## src/rtl/inert_pkg.sv

```systemverilog
// Shared types and constants for the inertial sensor command sequencer.
//
// Contents:
//   state_t          sequencer states
//   NUM_CFG, NUM_RD  number of config writes and reads per data-ready burst
//   CFG_* / RD_*     sensor config write commands and read register addresses
//   cfg_cmd, rd_cmd  map a step index onto the command sent to the SPI monarch
//
// Build option: INERT_YAW_EN adds the yaw-rate byte pair to each read burst.

package inert_pkg;

    typedef enum logic [2:0] {
        PWR_WAIT,
        CFG,
        IDLE,
        RD,
        VLD
    } state_t;

    localparam int unsigned NUM_CFG = 4;

`ifdef INERT_YAW_EN
    localparam int unsigned NUM_RD = 6;
`else
    localparam int unsigned NUM_RD = 4;
`endif

    // Step counter is shared by the config and read tables.
    localparam int unsigned STEP_W = 3;
    typedef logic [STEP_W-1:0] step_t;

    // Config writes: {addr, data}
    localparam logic [15:0] CFG_INT_DRDY = 16'h0D02;  // INT on data-ready
    localparam logic [15:0] CFG_ACCEL    = 16'h1160;  // accel 416Hz +/-2g
    localparam logic [15:0] CFG_GYRO     = 16'h1250;  // gyro 208Hz 245dps
    localparam logic [15:0] CFG_ROUND    = 16'h1460;  // rounding

    // Read addresses (R/W bit already set)
    localparam logic [7:0] RD_PTCH_L = 8'hA2;
    localparam logic [7:0] RD_PTCH_H = 8'hA3;
    localparam logic [7:0] RD_AZ_L   = 8'hAC;
    localparam logic [7:0] RD_AZ_H   = 8'hAD;
    localparam logic [7:0] RD_YAW_L  = 8'hA6;
    localparam logic [7:0] RD_YAW_H  = 8'hA7;

    function automatic logic [15:0] cfg_cmd(input step_t idx);
        logic [15:0] c;
        case (idx)
            3'd0:    c = CFG_INT_DRDY;
            3'd1:    c = CFG_ACCEL;
            3'd2:    c = CFG_GYRO;
            3'd3:    c = CFG_ROUND;
            default: c = 16'h0000;
        endcase
        return c;
    endfunction

    function automatic logic [15:0] rd_cmd(input step_t idx);
        logic [7:0] a;
        case (idx)
            3'd0:    a = RD_PTCH_L;
            3'd1:    a = RD_PTCH_H;
            3'd2:    a = RD_AZ_L;
            3'd3:    a = RD_AZ_H;
            3'd4:    a = RD_YAW_L;
            3'd5:    a = RD_YAW_H;
            default: a = 8'h00;
        endcase
        return {a, 8'h00};
    endfunction

endpackage

```

## src/rtl/sync_2ff.sv

```systemverilog
// Generic two-flop synchronizer for asynchronous level inputs.
//
// Ports:
//   clk    in   system clock
//   rst_n  in   asynchronous active-low reset (both flops clear to 0)
//   d      in   asynchronous input
//   q      out  synchronized output (second flop)

module sync_2ff #(
    parameter int unsigned WIDTH = 1
) (
    input  logic             clk,
    input  logic             rst_n,
    input  logic [WIDTH-1:0] d,
    output logic [WIDTH-1:0] q
);

    logic [WIDTH-1:0] ff1;

    always_ff @(posedge clk or negedge rst_n) begin
        if (!rst_n) begin
            ff1 <= '0;
            q   <= '0;
        end else begin
            ff1 <= d;
            q   <= ff1;
        end
    end

endmodule

```

## src/rtl/inert_intf.sv

```systemverilog
// Command sequencer for the inertial sensor, upstream of the SPI monarch.
// After a power-up delay it writes the sensor config registers, then on every
// data-ready INT reads pitch rate and Z accel byte pairs and presents them as
// signed 16-bit values with a one-clock vld pulse.
//
// Parameters:
//   TMR_W    power-up timer width; config starts once the timer is all-ones
//
// Ports:
//   clk      in   system clock
//   rst_n    in   asynchronous active-low reset
//   INT      in   sensor data-ready, asynchronous level
//   done     in   SPI transaction complete (level, held until next wrt)
//   rd_data  in   SPI read data, register byte in [7:0]
//   wrt      out  one-clock pulse starting an SPI transaction
//   cmd      out  {R/W+addr, data}, held between transactions
//   ptch_rt  out  signed pitch rate
//   AZ       out  signed Z acceleration
//   yaw_rt   out  signed yaw rate (INERT_YAW_EN builds only, else 0)
//   vld      out  one-clock pulse when the outputs update
//
// Build option: INERT_YAW_EN appends the yaw byte pair to each read burst.

module inert_intf
    import inert_pkg::*;
#(
    parameter int unsigned TMR_W = 16
) (
    input  logic        clk,
    input  logic        rst_n,
    input  logic        INT,
    input  logic        done,
    input  logic [15:0] rd_data,
    output logic        wrt,
    output logic [15:0] cmd,
    output logic [15:0] ptch_rt,
    output logic [15:0] AZ,
    output logic [15:0] yaw_rt,
    output logic        vld
);

    // Timer value one below all-ones: moving to CFG here means the timer
    // lands on all-ones as config starts.
    localparam logic [TMR_W-1:0] TMR_PENULT = ~TMR_W'(1);
    localparam step_t LAST_CFG = step_t'(NUM_CFG - 1);
    localparam step_t LAST_RD  = step_t'(NUM_RD - 1);

    state_t           state;
    logic [TMR_W-1:0] timer;
    step_t            step;
    logic             busy;       // transaction issued, awaiting done_rise
    logic             done_q;
    logic             done_rise;
    logic             int_sync;
    logic [7:0]       hold [NUM_RD];

    // Only the register byte is used; the upper byte is SPI filler.
    logic unused_rd_hi;
    assign unused_rd_hi = ^rd_data[15:8];

    sync_2ff #(
        .WIDTH (1)
    ) u_int_sync (
        .clk   (clk),
        .rst_n (rst_n),
        .d     (INT),
        .q     (int_sync)
    );

    assign done_rise = done & ~done_q;

`ifndef INERT_YAW_EN
    assign yaw_rt = 16'h0000;
`endif

    always_ff @(posedge clk or negedge rst_n) begin
        if (!rst_n) begin
            state   <= PWR_WAIT;
            timer   <= '0;
            step    <= '0;
            busy    <= 1'b0;
            done_q  <= 1'b0;
            wrt     <= 1'b0;
            cmd     <= 16'h0000;
            ptch_rt <= 16'h0000;
            AZ      <= 16'h0000;
            vld     <= 1'b0;
`ifdef INERT_YAW_EN
            yaw_rt  <= 16'h0000;
`endif
            for (int i = 0; i < NUM_RD; i++) begin
                hold[i] <= 8'h00;
            end
        end else begin
            done_q <= done;
            // wrt and vld are single-cycle pulses unless re-asserted below.
            wrt    <= 1'b0;
            vld    <= 1'b0;

            case (state)
                PWR_WAIT: begin
                    timer <= timer + 1'b1;
                    if (timer == TMR_PENULT) begin
                        state <= CFG;
                        step  <= '0;
                        busy  <= 1'b0;
                    end
                end

                CFG: begin
                    if (!busy) begin
                        wrt  <= 1'b1;
                        cmd  <= cfg_cmd(step);
                        busy <= 1'b1;
                    end else if (done_rise) begin
                        busy <= 1'b0;
                        if (step == LAST_CFG) begin
                            step  <= '0;
                            state <= IDLE;
                        end else begin
                            step <= step + 1'b1;
                        end
                    end
                end

                IDLE: begin
                    step <= '0;
                    busy <= 1'b0;
                    if (int_sync) begin
                        state <= RD;
                    end
                end

                RD: begin
                    if (!busy) begin
                        wrt  <= 1'b1;
                        cmd  <= rd_cmd(step);
                        busy <= 1'b1;
                    end else if (done_rise) begin
                        busy <= 1'b0;
                        for (int i = 0; i < NUM_RD; i++) begin
                            if (step == step_t'(i)) begin
                                hold[i] <= rd_data[7:0];
                            end
                        end
                        if (step == LAST_RD) begin
                            // Final byte comes straight from rd_data so every
                            // output updates on the same edge as vld.
                            step    <= '0;
                            state   <= VLD;
                            vld     <= 1'b1;
                            ptch_rt <= {hold[1], hold[0]};
`ifdef INERT_YAW_EN
                            AZ      <= {hold[3], hold[2]};
                            yaw_rt  <= {rd_data[7:0], hold[4]};
`else
                            AZ      <= {rd_data[7:0], hold[2]};
`endif
                        end else begin
                            step <= step + 1'b1;
                        end
                    end
                end

                VLD: begin
                    state <= IDLE;
                end

                default: begin
                    state <= PWR_WAIT;
                end
            endcase
        end
    end

endmodule

```

## config.mk

```make
export PLATFORM = sky130hd
export DESIGN_NAME = inert_intf
export DESIGN_NICKNAME = d
export VERILOG_FILES = /design/src/rtl/inert_pkg.sv /design/src/rtl/sync_2ff.sv /design/src/rtl/inert_intf.sv
export SDC_FILE = /design/constraint.sdc
export NUM_CORES = 1
export LEC_CHECK = 0
export BUFFER_PORTS_ARGS = -buffer_cell sky130_fd_sc_hd__buf_2
export CAP_MARGIN = 30
export CORE_UTILIZATION = 48
export DETAILED_ROUTE_END_ITERATION = 12
export HOLD_SLACK_MARGIN = 0.12
export PLACE_DENSITY = 0.72
export REMOVE_ABC_BUFFERS = 1
export SYNTH_ARGS = -nofsm -noshare
export SYNTH_HDL_FRONTEND = slang
export SYNTH_SLANG_ARGS = --single-unit
```

## constraint.sdc

```tcl
create_clock -name clk -period 1.8 [get_ports clk]
set_input_delay 0.09 -clock clk [delete_from_list [all_inputs] [get_ports clk]]
set_output_delay 0.09 -clock clk [all_outputs]
set_load 0.03 [all_outputs]
```

==> flow_metrics.env <==
export IMPL_relSlewSlack_pct=63.1
export IMPL_antenna_found_initial=0
export IMPL_powerDensity_nw_per_um2=1390
export IMPL_ir_worst_vdd_mv=0.470
export IMPL_timing_hold_ws_ps=254
export IMPL_r2r_start="step[0]"
export IMPL_slew_violations=0
export IMPL_min_period_ps=1710
export IMPL_wl_um=7400
export IMPL_num_rows=33
export IMPL_preCtsSetupSlack_ps=24.8
export IMPL_max_stage_delay_ps=440
export IMPL_drcViolationCount=2
export IMPL_multiInputGateArea_um2=1550
export IMPL_async_flop_share_pct=100
export IMPL_status="finished with violations"
export IMPL_critPathMaxFanout=33
export IMPL_fp_dieW_um=93.9
export IMPL_power_total_w=0.00670
export IMPL_dp_hpwl_um=5160
export IMPL_die_area_um2=8810
export IMPL_violations="design-rule violations"
export IMPL_hold_class="input pin to asynchronous set/reset pin"
export IMPL_yosys_cell_types_count=44
export IMPL_design_core_area_um2=8180
export IMPL_grt_usage_pct=18.1
export IMPL_synth_edff_count=0
export IMPL_tightest_slew_ps=554
export IMPL_start_util_pct=49.6
export IMPL_startpoint="step[0]"
export IMPL_place_area_um2=4500
export IMPL_setup_viol=0
export IMPL_fin_area_um2=4830
export IMPL_finalCritPeriodShare_pct=94.8
export IMPL_end_kind="flip-flop"
export IMPL_yosysTopAreaCellShare_pct=57.4
export IMPL_vias_per_cell=5.05
export IMPL_cts_sinks=93
export IMPL_place_gp_congestion=0.847
export IMPL_worst_setup_path_type="flip-flop to flip-flop"
export IMPL_crit_buf_inv=1
export IMPL_worstPathArrival_ps=1950
export IMPL_grt_overflow_total=0
export IMPL_syn2layout_area_growth_pct=19.2
export IMPL_clk_insertion_delay_late_ps=360
export IMPL_cpMaxStageDelayCell="dfrtp_2"
export IMPL_hold_violations=0
export IMPL_rsz0062_at_grt="no"
export IMPL_synth_area_leaders="dfrtp_1 57%, mux2_2 16%, buf_4 5.0%, xnor2_1 2.6%, nand2_1 2.0%"
export IMPL_cts_buffers=9
export IMPL_clkTransAtPathRegs_ps=100
export IMPL_leakage_nw=2.44
export IMPL_regArea_um2=2330
export IMPL_max_freq_mhz=586
export IMPL_cts_path_max_buffers=2
export IMPL_grt_max_degree=42
export IMPL_maxCapViolCount=0
export IMPL_cts_root_buf="clkbuf_8"
export IMPL_path_cells="ha_1 > nand2b_1 > nor3_4 > buf_12 > mux2_2"
export IMPL_yosys_area_top_type="dfrtp_1"
export IMPL_port_buffers=56
export IMPL_synth_flop_cell="dfrtp_1"
export IMPL_synth_area_per_cell_um2=12.9
export IMPL_clock_skew_ps=9.79
export IMPL_required_ps=2050
export IMPL_ys_ff_latch=93
export IMPL_cts_tree="done"
export IMPL_synthesis_area_um2=4050
export IMPL_antenna_cells=0
export IMPL_crit_family="flip-flops"
export IMPL_post_cts_setup_buffers=0
export IMPL_synth_sequential_area_ratio_pct=57.4
export IMPL_num_vias=2564
export IMPL_first_iter_violations=57
export IMPL_ios=86
export IMPL_first_pass_iters=10
export IMPL_htreeDepth=3
export IMPL_nFillCells=652
export IMPL_detail_route_antenna_nets=0
export IMPL_grt_pass1_vias=2567
export IMPL_post_route_worst_setup_slack_ps=94.4
export IMPL_wl_per_cell_um=14.6
export IMPL_layout_drive_gt1_share_pct=38.5
export IMPL_critPathLaunchType="flip-flop"
export IMPL_utilization_pct=59.1
export IMPL_die_h_um=93.9
export IMPL_nets=424
export IMPL_grt_first_pass_wirelength_um=12200
export IMPL_netlist_instances=315
export IMPL_ys_warn_count=0
cells in the final DEF (no fill, tap or decap), drive strengths merged, types with 9 or more instances in the layout:
master | netlist | routed
dfrtp | 93 | 93
buf | 33 | 75
nand2 | 22 | 22
dlygate4sd3 | 0 | 11
nand3 | 9 | 9
conb | 1 | 21
inv | 7 | 9
nor2 | 13 | 13
mux2 | 56 | 56
clkbuf | 1 | 9
xnor2 | 12 | 12
final timing paths:
check / slack [ps] / cells after the start / to
min reg2reg: 370 / 0 / u_int_sync.q
max: 90 / 5 / AZ[12]
min: 250 / 2 / hold[23]
min in group clk: 370 / 2 / u_int_sync.ff1
max reg2reg: 90 / 5 / AZ[12]
max in group asynchronous: 950 / 3 / step[0]
worst reg2reg max path, delay by kind of cell, from the launching register on:
kind                     cells  cell delay, ps
adder cells (fa/ha/maj)      1             190
AND/OR/NAND/NOR              2             350
multiplexers                 1             390
flip-flops                   1             440
buffers and inverters        1             240
layout make-up:
type / count / area share (%)
Sequential cell: 93 / 48.2
Multi-Input combinational cell: 200 / 32.1
Timing Repair Buffer: 86 / 12.4
Tap cell: 105 / 2.72
Clock buffer: 9 / 2.56
Clock inverter: 7 / 1.45
Inverter: 8 / 0.622
metal layers:
layer,track usage [%],wire length (µm)
met3,2.75,302
met5,0,0
met2,29.4,3600
met1,24.2,3400
met4,7.95,96
flip-flops by register name, indices dropped and copies added (netlist names):
signal / count
hold: 24
busy: 1
cmd: 9
state: 3
wrt: 1
u_int_sync.ff1: 1
ptch_rt: 16
done_q: 1
u_int_sync.q: 1
step: 3
AZ: 16
vld: 1
timer: 16
cell usage after synthesis (6+ instances only):
| library cell | instances |
|---|---|
| xnor2_1 | 12 |
| mux2_2 | 56 |
| buf_4 | 27 |
| ha_1 | 6 |
| inv_1 | 7 |
| nor2_1 | 13 |
| nand3_1 | 9 |
| nand4_1 | 6 |
| dfrtp_1 | 93 |
| o21ai_0 | 6 |
| nand2_1 | 22 |
where the power goes:
group | internal (W) | leakage, nW | total, W | switching, W
sequential | 0.00267 | 1.21 | 0.00302 | 0.000349
combinational | 0.000965 | 1.13 | 0.00235 | 0.00138
clock | 0.000535 | 0.0947 | 0.00133 | 0.000798
timing repair:
action / CTS / global route
setup endpoints to repair: 0 / 57
hold buffers: 11 / 0
endpoints found under the hold margin: 72 / 0
gates resized for setup: 0 / 5
stage by stage:
step | TNS, ps | std cells
floorplan | -13630 | 301
global placement | 0 | 481
detailed placement | 0 | 481
CTS | 0 | 508
global route | 0 | 508
finish | 0 | 508
kinds of logic after synthesis:
logic type	share of synthesized area [%]
flip-flops	57.4
AND/OR/NAND/NOR	10.4
multiplexers	15.6
buffers and inverters	6.73
AO/OA/AOI/OAI	4.48
XOR/XNOR	3.46
adder cells (fa/ha/maj)	1.85
other	0.0925
Note: power is estimated with default switching activity, not from simulation.
